===== config.mk =====
export PLATFORM = sky130hd
export DESIGN_NAME = lcd_port_arbiter
export DESIGN_NICKNAME = d
export VERILOG_FILES = /design/src/rtl/lcd_port_arbiter.sv
export SDC_FILE = /design/constraint.sdc
export NUM_CORES = 1
export LEC_CHECK = 0
export ABC_AREA = 1
export BUFFER_PORTS_ARGS = -buffer_cell sky130_fd_sc_hd__buf_2
export CORE_UTILIZATION = 44
export CTS_CLUSTER_DIAMETER = 150
export DETAILED_ROUTE_END_ITERATION = 10
export PLACE_DENSITY = 0.75
export SKIP_CTS_REPAIR_TIMING = 1
export SYNTH_ARGS = -nofsm -noshare
export SYNTH_HDL_FRONTEND = slang
export SYNTH_SLANG_ARGS = --single-unit

===== constraint.sdc =====
create_clock -name clk -period 1.83 [get_ports clk]
set_input_delay 0.183 -clock clk [delete_from_list [all_inputs] [get_ports clk]]
set_output_delay 0.183 -clock clk [all_outputs]
set_load 0.01 [all_outputs]

===== src/rtl/lcd_port_arbiter.sv =====
// Arbitrates several requesters onto the single LCD character-write port and runs the req/busy/done handshake.
// Define LCD_ARB_RR_EN for round-robin winner selection; otherwise fixed priority with port 0 highest.
module lcd_port_arbiter #(
   parameter int NPORT          = 3,
   parameter int TIMEOUT_CYCLES = 2_500_000
) (
   input  logic                 clk,
   input  logic                 internal_rst_n,
   input  logic [NPORT-1:0]     p_req,
   input  logic [2*NPORT-1:0]   p_row,
   input  logic [4*NPORT-1:0]   p_col,
   input  logic [8*NPORT-1:0]   p_char,
   output logic [NPORT-1:0]     p_busy,
   output logic [NPORT-1:0]     p_done,
   input  logic                 lcd_busy,
   input  logic                 lcd_done,
   output logic                 lcd_req,
   output logic [1:0]           lcd_row,
   output logic [3:0]           lcd_col,
   output logic [7:0]           lcd_char,
   output logic                 timeout_pulse
);

   localparam int          GW           = (NPORT > 2) ? 2 : 1;
   localparam logic [31:0] TIMEOUT_LAST = 32'(TIMEOUT_CYCLES - 1);

   typedef enum logic [1:0] {IDLE, ISSUE, WAIT_DONE} state_t;

   state_t            state, state_n;
   logic [GW-1:0]     grant, grant_n, win, search_start;
   logic [31:0]       tmo_cnt, tmo_cnt_n;
   logic [NPORT-1:0]  pending, cap, clr_pend, p_done_n;
   logic              lcd_req_n, timeout_n;
   logic [1:0]        row_n;
   logic [3:0]        col_n;
   logic [7:0]        char_n;

   logic [1:0]        hold_row  [NPORT];
   logic [3:0]        hold_col  [NPORT];
   logic [7:0]        hold_char [NPORT];

   function automatic logic [31:0] sat_inc(input logic [31:0] v);
      return (v == '1) ? v : v + 32'd1;
   endfunction

   // First pending port found when scanning upward (with wrap) from start.
   function automatic logic [GW-1:0] pick(input logic [NPORT-1:0] pend, input logic [GW-1:0] start);
      logic [GW-1:0] sel;
      logic [GW-1:0] idx;
      logic          found;
      sel   = '0;
      found = 1'b0;
      for (int i = 0; i < NPORT; i++) begin
         idx = GW'((int'(start) + i) % NPORT);
         if (!found && pend[idx]) begin
            sel   = idx;
            found = 1'b1;
         end
      end
      return sel;
   endfunction

`ifdef LCD_ARB_RR_EN
   logic [GW-1:0] rr_ptr;

   always_ff @(posedge clk or negedge internal_rst_n) begin
      if (!internal_rst_n)
         rr_ptr <= GW'(NPORT - 1);
      else if (state == IDLE && |pending)
         rr_ptr <= win;
   end

   assign search_start = (int'(rr_ptr) == NPORT - 1) ? '0 : rr_ptr + GW'(1);
`else
   assign search_start = '0;
`endif

   assign win = pick(pending, search_start);

   always_comb begin
      for (int k = 0; k < NPORT; k++)
         p_busy[k] = pending[k] | ((state != IDLE) && (grant == GW'(k)));
   end

   // A request is only accepted while its port is free, so held data is never overwritten.
   assign cap = p_req & ~p_busy;

   always_ff @(posedge clk) begin
      for (int k = 0; k < NPORT; k++) begin
         if (cap[k]) begin
            hold_row[k]  <= p_row[2*k +: 2];
            hold_col[k]  <= p_col[4*k +: 4];
            hold_char[k] <= p_char[8*k +: 8];
         end
      end
   end

   always_comb begin
      state_n   = state;
      grant_n   = grant;
      tmo_cnt_n = tmo_cnt;
      lcd_req_n = 1'b0;
      timeout_n = 1'b0;
      p_done_n  = '0;
      clr_pend  = '0;
      row_n     = lcd_row;
      col_n     = lcd_col;
      char_n    = lcd_char;
      case (state)
         IDLE: begin
            if (|pending) begin
               grant_n   = win;
               row_n     = hold_row[win];
               col_n     = hold_col[win];
               char_n    = hold_char[win];
               tmo_cnt_n = '0;
               state_n   = ISSUE;
            end
         end
         // No bound here: the controller may be busy with its long power-up init.
         ISSUE: begin
            if (!lcd_busy) begin
               lcd_req_n = 1'b1;
               state_n   = WAIT_DONE;
            end
         end
         WAIT_DONE: begin
            tmo_cnt_n = sat_inc(tmo_cnt);
            if (lcd_done) begin
               p_done_n[grant] = 1'b1;
               clr_pend[grant] = 1'b1;
               state_n         = IDLE;
            end else if (tmo_cnt == TIMEOUT_LAST) begin
               p_done_n[grant] = 1'b1;
               clr_pend[grant] = 1'b1;
               timeout_n       = 1'b1;
               state_n         = IDLE;
            end
         end
         default: state_n = IDLE;
      endcase
   end

   always_ff @(posedge clk or negedge internal_rst_n) begin
      if (!internal_rst_n) begin
         state         <= IDLE;
         grant         <= '0;
         tmo_cnt       <= '0;
         pending       <= '0;
         lcd_req       <= 1'b0;
         p_done        <= '0;
         timeout_pulse <= 1'b0;
         lcd_row       <= '0;
         lcd_col       <= '0;
         lcd_char      <= '0;
      end else begin
         state         <= state_n;
         grant         <= grant_n;
         tmo_cnt       <= tmo_cnt_n;
         pending       <= (pending & ~clr_pend) | cap;
         lcd_req       <= lcd_req_n;
         p_done        <= p_done_n;
         timeout_pulse <= timeout_n;
         lcd_row       <= row_n;
         lcd_col       <= col_n;
         lcd_char      <= char_n;
      end
   end

endmodule

==> results of run 1 <==
power by group through the flow:
stage	sequential, mW	clock (mW)	combinational, mW
after floorplan	3.02	0	1.26
after global placement	2.97	0	1.91
after detailed placement	2.98	0	1.99
after CTS	2.94	1.43	1.99
after global routing	2.99	1.53	2.37
final	2.95	1.41	2.14
final cells by class:
type | count | area, um2
clock buffers | 9 | 123.9
clock inverters | 7 | 65.06
fillers | 907 | 4598
inverters | 82 | 310.3
multi-input cells | 405 | 1908
flip-flops and latches | 100 | 2714
well taps | 140 | 175.2
repair buffers | 138 | 993.5
state kept, by name, summed over array words and instances (netlist names), 3 cells and up:
| name | flops |
|---|---|
| hold_col | 12 |
| lcd_col | 4 |
| hold_char | 24 |
| pending | 3 |
| p_done | 3 |
| lcd_char | 8 |
| hold_row | 6 |
| tmo_cnt | 32 |
routing by layer:
metal / wire length, um / global-route usage / vias to the layer above
li1: - / - / 2214
met1: 5477 / 0.2701 / 2181
met2: 6711 / 0.3621 / 179
met3: 813 / 0.05425 / 25
met4: 243 / 0.07436 / 0
met5: 0 / 0 / -
logic make-up after synthesis:
logic type	Yosys count	synth area share
AO/OA/AOI/OAI	76	0.09598
XOR/XNOR	1	0.001768
adder cells (fa/ha/maj)	1	0.002525
buffers and inverters	94	0.07451
flip-flops	100	0.5476
AND/OR/NAND/NOR	327	0.2776
path summary, 6_finish.rpt:
path	startpoint	endpoint	slack, ps	cells after the start
max	tmo_cnt[1]	tmo_cnt[26]	20	8
min reg2reg	pending[0]	pending[0]	510	2
max reg2reg	tmo_cnt[1]	tmo_cnt[26]	20	8
max in group asynchronous	internal_rst_n	tmo_cnt[23]	1210	3
min in group asynchronous	internal_rst_n	tmo_cnt[25]	320	3
min	p_req[1]	pending[1]	70	3
placed cells by master (no fill, tap or decap), types with 4 or more instances in the layout:
| cell | n |
|---|---|
| nand2_1 | 162 |
| inv_1 | 78 |
| nor2_1 | 76 |
| buf_2 | 70 |
| nand3_1 | 59 |
| dfrtp_1 | 57 |
| dlygate4sd3_1 | 45 |
| edfxtp_1 | 42 |
| a21oi_1 | 28 |
| buf_4 | 21 |
| o211ai_1 | 14 |
| o21ai_2 | 10 |
| o21ai_0 | 9 |
| clkbuf_8 | 9 |
| nor3_1 | 7 |
| nand4_1 | 6 |
| nor2_2 | 6 |
| o21ai_1 | 6 |
| nor2_4 | 4 |
metrics by stage:
| stage | setup slack (ps) | instances |
|---|---|---|
| 2_1_floorplan | 221.2 | 599 |
| 3_3_place_gp | -28.91 | 818 |
| 3_5_place_dp | -129.8 | 818 |
| 4_1_cts | -172.3 | 834 |
| 5_1_grt | -58.56 | 881 |
| 6_report | 20.06 | 881 |
critical path, delay by kind of cell (launching register included):
| kind | cells | cell delay (ps) |
|---|---|---|
| compound gates | 1 | 60 |
| flops | 1 | 440 |
| fa+ha+maj | 1 | 230 |
| simple gates | 6 | 980 |
==> run metrics, run 1 <==
area delta synth->final=26.98%; per-cell routed wire length=~15 um; CP cell instances=ha_2, nand2_2, nor2_4, nand2_1, nor2_4, nand4_1, nand3_1, o21ai_2; register area share after synthesis=0.5476; Fin Hold WS=roughly 73 ps; Final period util=0.9890; largest net degree at the start of global routing=59; worst relative slew slack=0.6719; effective utilization at floorplan=0.4550; wirelength, routed=approximately 13 mm; Mapped Nets=649; number of synthesized flops with an enable pin=42; peak supply drop=740.9 uV; Max Slew Vio Count=0; slew of the pin with the lowest slew margin=491.6 ps; worst skew pair latency=370 ps; Most Frequent Cell on Critical Path=nor2_4; initial antenna violation count=0; worst endpoint required time=2100 ps; Syn Inst Count=about 600; Final min period=1810 ps; antenna cells=0; outcome=finished clean; ys async rst share=0.5800; Post-Syn Area=4954 um2; crit start category=flip-flop; first-pass GRT wire length=between 15 and 20 mm; Avg Cell Area, Syn=8.270 um2; grt total ovfl=0; Pleak=2.863 nW; layout cells sized above 1=0.1930; area leader, netlist=dfrtp_1; fin area=around 6300 um2; post-route ant nets=0; Max Buffers Root-to-Sink=2; I/O pins=71; Final setup viols=0; Power, Total=about 6.5 mW; switching power=about 2.5 mW; Internal=4.031 mW; Netlist cell types=32; die footprint=11690 um2; CTS tree=yes; Comb power frac=0.329; row cnt=38; number of max-cap violations=0; CP Capture Type=flip-flop; Worst-path clk slew=100 ps; final setup TNS=0 ps; DPL Wire Length=8.669 mm; Worst Hold Class=input port to flip-flop; TritonCTS Sinks=100; power share of the clock group=0.217; switch share=0.3798; Post-synth top flop=dfrtp_1; most numerous cell in the Yosys netlist=nand2_1; Vias/cell=5.220; global placement routability congestion=around 0.92; Worst Skew=5.367 ps; chip width=108.1 um; slowest cell on the critical path=dfrtp_1; H-tree depth=3; Remaining DRCs=0; FF+latch count, synth=100; sequential share of power=0.454; worst-path fanout max=5; Iter 0 DRT Violations=347; Power Density=a little over 1000 nW/um2; max incr delay on CP=440 ps; final core utilization=0.5777; Hold Vio Cnt, Final=0; Setup CP Type=flip-flop to flip-flop; Post-DP Area=between 5000 and 6000 um2; synth warn=0; clock tree root buffer cell=clkbuf_8; worst path arrival time=2080 ps; top cells by area, synth=dfrtp_1 29%, edfxtp_1 25%, nand2_1 12%; Die Y=108.1 um; number of port buffers=70; routed vias=4599; CORE AREA=10890 um2; Commonest cells post-synth=163 x nand2_1, 81 x nor2_1, 78 x inv_1; vias in the first global route=4046; number of buffers created by CTS=9; Total GRT Usage=0.2158; nets=786; drt first pass iters=5; top cell type's share of synthesized area=0.2930; Max Fclk=~0.55 GHz
(Power assumes the default switching activity.)
==> run 2: changes to the inputs <==
Settings changed: SETUP_SLACK_MARGIN set to 0.4.
==> run 2 against run 1 <==
  * Global-route usage is 0.29 points lower
  * Worst hold slack better by 7.7 ps
  * Power is 13% higher
  * Highest routed layer unchanged
==> run metrics, run 2 (same netlist as run 1, synthesis figures left out) <==
Most Frequent Cell on Critical Path=nand2_1; Max Slew Vio Count=0 (unchanged); Vias/cell=5.346 (+2.4%); clock tree root buffer cell=clkbuf_8; row cnt=38 (unchanged); Pleak=3.117 nW (+8.9%); placed cells=819 (+0.12%); antenna cells=0 (unchanged); sequential share of power=0.406 (-0.048); I/O pins=71 (unchanged); final setup TNS=0 ps (unchanged); Post-DP Area=5620 um2 (+0.58%); number of max-cap violations=0 (unchanged); Die Y=108.1 um (unchanged); Power Density=1056 nW/um2 (+2.2%); max incr delay on CP=480 ps (+40 ps); switch share=0.3812 (+0.001461); Fill cells=807 (-11%); Setup CP Type=flip-flop to flip-flop; slew of the pin with the lowest slew margin=378.1 ps (-113.4 ps); post-route ant nets=0 (unchanged); WP buf/inv=2 (+2); crit start category=flip-flop; Max Fclk=0.5832 GHz (+5.6%); global placement routability congestion=0.8969 (-2.9%); number of flip-flops under the largest register name=32 (unchanged); Worst-path clk slew=100 ps (about the same); final core utilization=0.6388 (+0.06114); Final min period=1715 ps (-95.28 ps); fin area=6955 um2 (+11%); effective utilization at floorplan=0.4550 (unchanged); met3 Use GR=0.04943 (-0.004822); grt total ovfl=0 (unchanged); largest net degree at the start of global routing=59 (unchanged); Internal=4.544 mW (+13%); TritonCTS Sinks=100 (unchanged); die footprint=11690 um2 (unchanged); routed vias=4838 (+5.2%); registers with the most flip-flops=tmo_cnt (32), hold_char (24), hold_col (12); Worst Hold Class=input port to flip-flop; busiest grt layer=met2; most frequent cells in the layout=131 x nand2_1, 73 x inv_1, 69 x buf_2; CORE AREA=10890 um2 (unchanged); power share of the clock group=0.213 (-0.004); layout cells sized above 1=0.3216 (+0.1286); Max Buffers Root-to-Sink=2 (unchanged); switching power=2.800 mW (+13%); vias in the first global route=4074 (+0.69%); peak supply drop=927.6 uV (+25%); drt first pass iters=6 (+1); worst-path fanout max=6 (+1); CP cell instances=nand2_1, nor2_1, nand2_1, inv_1, nand3_4, nand2_8, clkbuf_16, nand2_2, o21ai_1; CTS tree=yes; per-cell routed wire length=16.38 um (+9.0%); Remaining DRCs=0 (unchanged); Final period util=0.9370 (-0.05206); Final setup viols=0 (unchanged); initial antenna violation count=0 (unchanged); DPL Wire Length=8.538 mm (-1.5%); leading cell type in the layout, fill and taps excluded=nand2_1; slowest cell on the critical path=dfrtp_1; dpl ws=-135.3 ps (-5.537 ps); worst skew pair latency=390 ps (+20 ps); worst endpoint required time=2140 ps (+40 ps); first-pass GRT wire length=18.85 mm (-1.5%); register name with the most flops=tmo_cnt; outcome=finished clean; CP Capture Type=flip-flop; Crit path max-delay family=simple AND/OR/NAND/NOR gates; RSZ-0062 raised after global routing=true; routing usage on met1=0.2648 (-0.005323); Hold Vio Cnt, Final=0 (unchanged); area delta synth->final=40.41%; wirelength, routed=14.82 mm (+12%); number of buffers created by CTS=9 (unchanged); number of port buffers=70 (unchanged); chip width=108.1 um (unchanged); GR Util met2=0.3585 (-0.003640); Worst Skew=16.04 ps (+10.68 ps); nets=810 (+3.1%); Non-Filler Instances=905 (+2.7%); Total GRT Usage=0.2129 (-0.002883); worst relative slew slack=0.7476 (+0.07570); worst path arrival time=2030 ps (-50 ps); min setup slack post-route=115.3 ps (+95.28 ps); Iter 0 DRT Violations=335 (-3.5%); Comb power frac=0.381 (+0.052); H-tree depth=3 (unchanged)
## run 2: power groups by stage
stage / combinational [mW] / clock [mW] / sequential [mW]
detailed placement: 2.02 / 0 / 2.98
global placement: 1.96 / 0 / 2.97
finish: 2.80 / 1.57 / 2.98
floorplan: 1.26 / 0 / 3.02
global route: 3.03 / 1.65 / 3.00
CTS: 2.02 / 1.57 / 2.94
## run 2: tightest hold or removal path: cells and delay by family
family / cells / cell delay, ps
buffers and inverters: 1 / 80
and+or+nand+nor: 2 / 170
## run 2: final timing paths
kind	endpoint	depth (start not counted)	start	slack (ps)
setup / recovery	tmo_cnt[13]	9	tmo_cnt[18]	120
hold / removal	pending[0]	3	p_req[0]	80
setup reg to reg	tmo_cnt[13]	9	tmo_cnt[18]	120
hold reg to reg	lcd_col[0]	2	hold_col[2][0]	550
max in group asynchronous	tmo_cnt[8]	3	internal_rst_n	1210
min in group asynchronous	tmo_cnt[15]	3	internal_rst_n	330
## run 2: area by class of cell
cell class	count	area (um2)	area share
Sequential cell	100	2721	0.3913
Multi-Input combinational cell	405	2232	0.3209
Timing Repair Buffer	161	1279	0.1838
Inverter	82	325.3	0.04677
Tap cell	140	175.2	0.02518
Clock buffer	10	137.6	0.01979
Clock inverter	6	77.57	0.01115
Timing Repair inverter	1	7.507	0.001079
## run 2: stage by stage
step,total power [mW],hold WS (ps)
after global routing,7.688,97.26
final,7.344,81.06
after CTS,6.528,-213.8
after floorplan,4.281,-112.6
after global placement,4.932,215.9
after detailed placement,4.998,221.5
## run 2: routing by layer
metal	routed length, um	up-vias
li1	-	2269
met1	5785	2308
met2	7504	215
met3	1002	46
met4	531	0
met5	0	-
==> run 3: changes to the inputs <==
Settings changed: CORE_ASPECT_RATIO set to 2, CTS_BUF_LIST set to sky130_fd_sc_hd__clkbuf_8, CTS_CLUSTER_DIAMETER 150 to not set.
==> run 3 against run 2 <==
  * Power down 3.3%
  * Clock skew down 6.8 ps
  * Combinational power down 3%
  * Worst hold slack better by 7.5 ps
  * Final cell count down 0.77%
  * Final area down 2.4%
  * First-iteration DRC count up 9.9%
  * Flip-flop and latch count unchanged
  * Largest cell class unchanged
==> run metrics, run 3 (same netlist as run 1, synthesis figures left out) <==
leading cell type in the layout, fill and taps excluded=nand2_1; min setup slack post-route=141.0 ps (+25.69 ps); Pleak=3.040 nW (-2.5%); initial antenna violation count=0 (unchanged); nets=803 (-0.86%); worst path arrival time=2000 ps (-30 ps); Post-DP Area=5635 um2 (+0.27%); Total GRT Usage=0.2449 (+0.03204); Remaining DRCs=0 (unchanged); antenna cells=0 (unchanged); slowest cell on the critical path=dfrtp_1; post-route ant nets=0 (unchanged); final core utilization=0.6203 (-0.01856); CTS tree=yes; worst skew pair latency=380 ps (about the same); worst endpoint required time=2140 ps (about the same); DPL Wire Length=10.49 mm (+23%); reg2reg path depth=10 (+1); Power Density=1046 nW/um2 (-0.97%); fin area=6789 um2 (-2.4%); routed vias=4924 (+1.8%); largest net degree at the start of global routing=28 (-53%); max incr delay on CP=440 ps (-40 ps); Worst Hold Class=input port to flip-flop; chip width=77.03 um (-29%); Non-Filler Instances=898 (-0.77%); Power, Total=7.098 mW (-3.3%); dpl ws=-88.54 ps (+46.78 ps); Fin Hold WS=88.59 ps (+7.531 ps); layout cells sized above 1=0.3140 (-0.007584); Vias/cell=5.483 (+2.6%); RSZ-0062 raised after global routing=true; CP cell instances=ha_4, nand2_4, nor2_4, nand2_4, nor2_4, nand3_4, nand2_8, buf_4, nand2_1, o21ai_1; I/O pins=71 (unchanged); worst hold start=p_req[1]; crit start category=flip-flop; per-cell routed wire length=18.25 um (+11%); number of flip-flops under the largest register name=32 (unchanged); drt first pass iters=7 (+1); Die Y=152.1 um (+41%); most frequent cells in the layout=139 x nand2_1, 72 x inv_1, 68 x buf_2; Final min period=1689 ps (-25.69 ps); effective utilization at floorplan=0.4526 (-0.002392); Worst Skew=9.253 ps (-6.791 ps); worst relative slew slack=0.5872 (-0.1605); grt total ovfl=0 (unchanged); worst hold endpoint=pending[1]; worst r2r dst=tmo_cnt[13]; Final period util=0.9229 (-0.01404); clock tree root buffer cell=clkbuf_8; hold path depth=3 (unchanged); registers with the most flip-flops=tmo_cnt (32), hold_char (24), hold_col (12); H-tree depth=3 (unchanged); Iter 0 DRT Violations=368 (+9.9%); Max Slew Vio Count=0 (unchanged); peak supply drop=962.2 uV (+3.7%); first-pass GRT wire length=21.56 mm (+14%); outcome=finished clean; Max Buffers Root-to-Sink=2 (unchanged); TritonCTS Sinks=100 (unchanged); number of max-cap violations=0 (unchanged); vias in the first global route=4535 (+11%); Max Fclk=0.5921 GHz (+1.5%); Worst-path clk slew=110 ps (about the same); register name with the most flops=tmo_cnt; FF-to-FF setup slack=140 ps (+30 ps); CORE AREA=10950 um2 (+0.53%); R2R Path Start=tmo_cnt[0]; final setup TNS=0 ps (unchanged); CP Capture Type=flip-flop; Setup CP Type=flip-flop to flip-flop; global placement routability congestion=1.008 (+12%); slew of the pin with the lowest slew margin=619.2 ps (+241.1 ps); Hold Vio Cnt, Final=0 (unchanged); row cnt=54 (+42%); worst-path fanout max=5 (-1); number of port buffers=70 (unchanged); area delta synth->final=37.05%; number of buffers created by CTS=9 (unchanged); placed cells=821 (+0.24%); Fill cells=909 (+13%); die footprint=11710 um2 (+0.21%); Final setup viols=0 (unchanged); wirelength, routed=16.39 mm (+11%)
-- run 3: per-layer routing --
layer  global-route usage  vias to the layer above  routed length (um)
li1                     -                     2246                   -
met1               0.2282                     2342                5244
met2               0.4503                      242                8997
met3              0.04865                       94                 812
met4               0.1932                        0                1334
met5                    0                        -                   0
-- run 3: how the worst max path moves through the flow --
| stage | start | to | slack, ps |
|---|---|---|---|
| finish | tmo_cnt[0] | tmo_cnt[13] | 140 |
| global route | tmo_cnt[0] | tmo_cnt[21] | 70 |
| CTS | tmo_cnt[1] | tmo_cnt[26] | -110 |
| detailed placement | tmo_cnt[1] | tmo_cnt[26] | -90 |
| global placement | tmo_cnt[5] | tmo_cnt[27] | 40 |
| floorplan | tmo_cnt[1] | tmo_cnt[10] | 270 |
-- run 3: final cells by class --
cell class | count | area (um2) | area share
flip-flops and latches | 100 | 2735 | 0.4029
inverters | 82 | 325.3 | 0.04792
clock buffers | 9 | 123.9 | 0.01825
clock inverters | 7 | 58.81 | 0.008662
repair inverters | 1 | 7.507 | 0.001106
repair buffers | 153 | 1181 | 0.1740
multi-input cells | 406 | 2182 | 0.3214
well taps | 140 | 175.2 | 0.02580
-- run 3: worst max-delay path: cells and delay by family, from the launching register on --
family / cells / cell delay, ps
AO/OA/AOI/OAI: 1 / 70
adder cells (fa/ha/maj): 1 / 200
buffers and inverters: 1 / 140
flip-flops: 1 / 440
AND/OR/NAND/NOR: 7 / 780
-- run 3: where the power goes --
group / leakage (nW) / switching [mW] / internal [mW]
clock: 0.0979 / 0.876 / 0.521
sequential: 1.10 / 0.253 / 2.74
combinational: 1.84 / 1.68 / 1.03
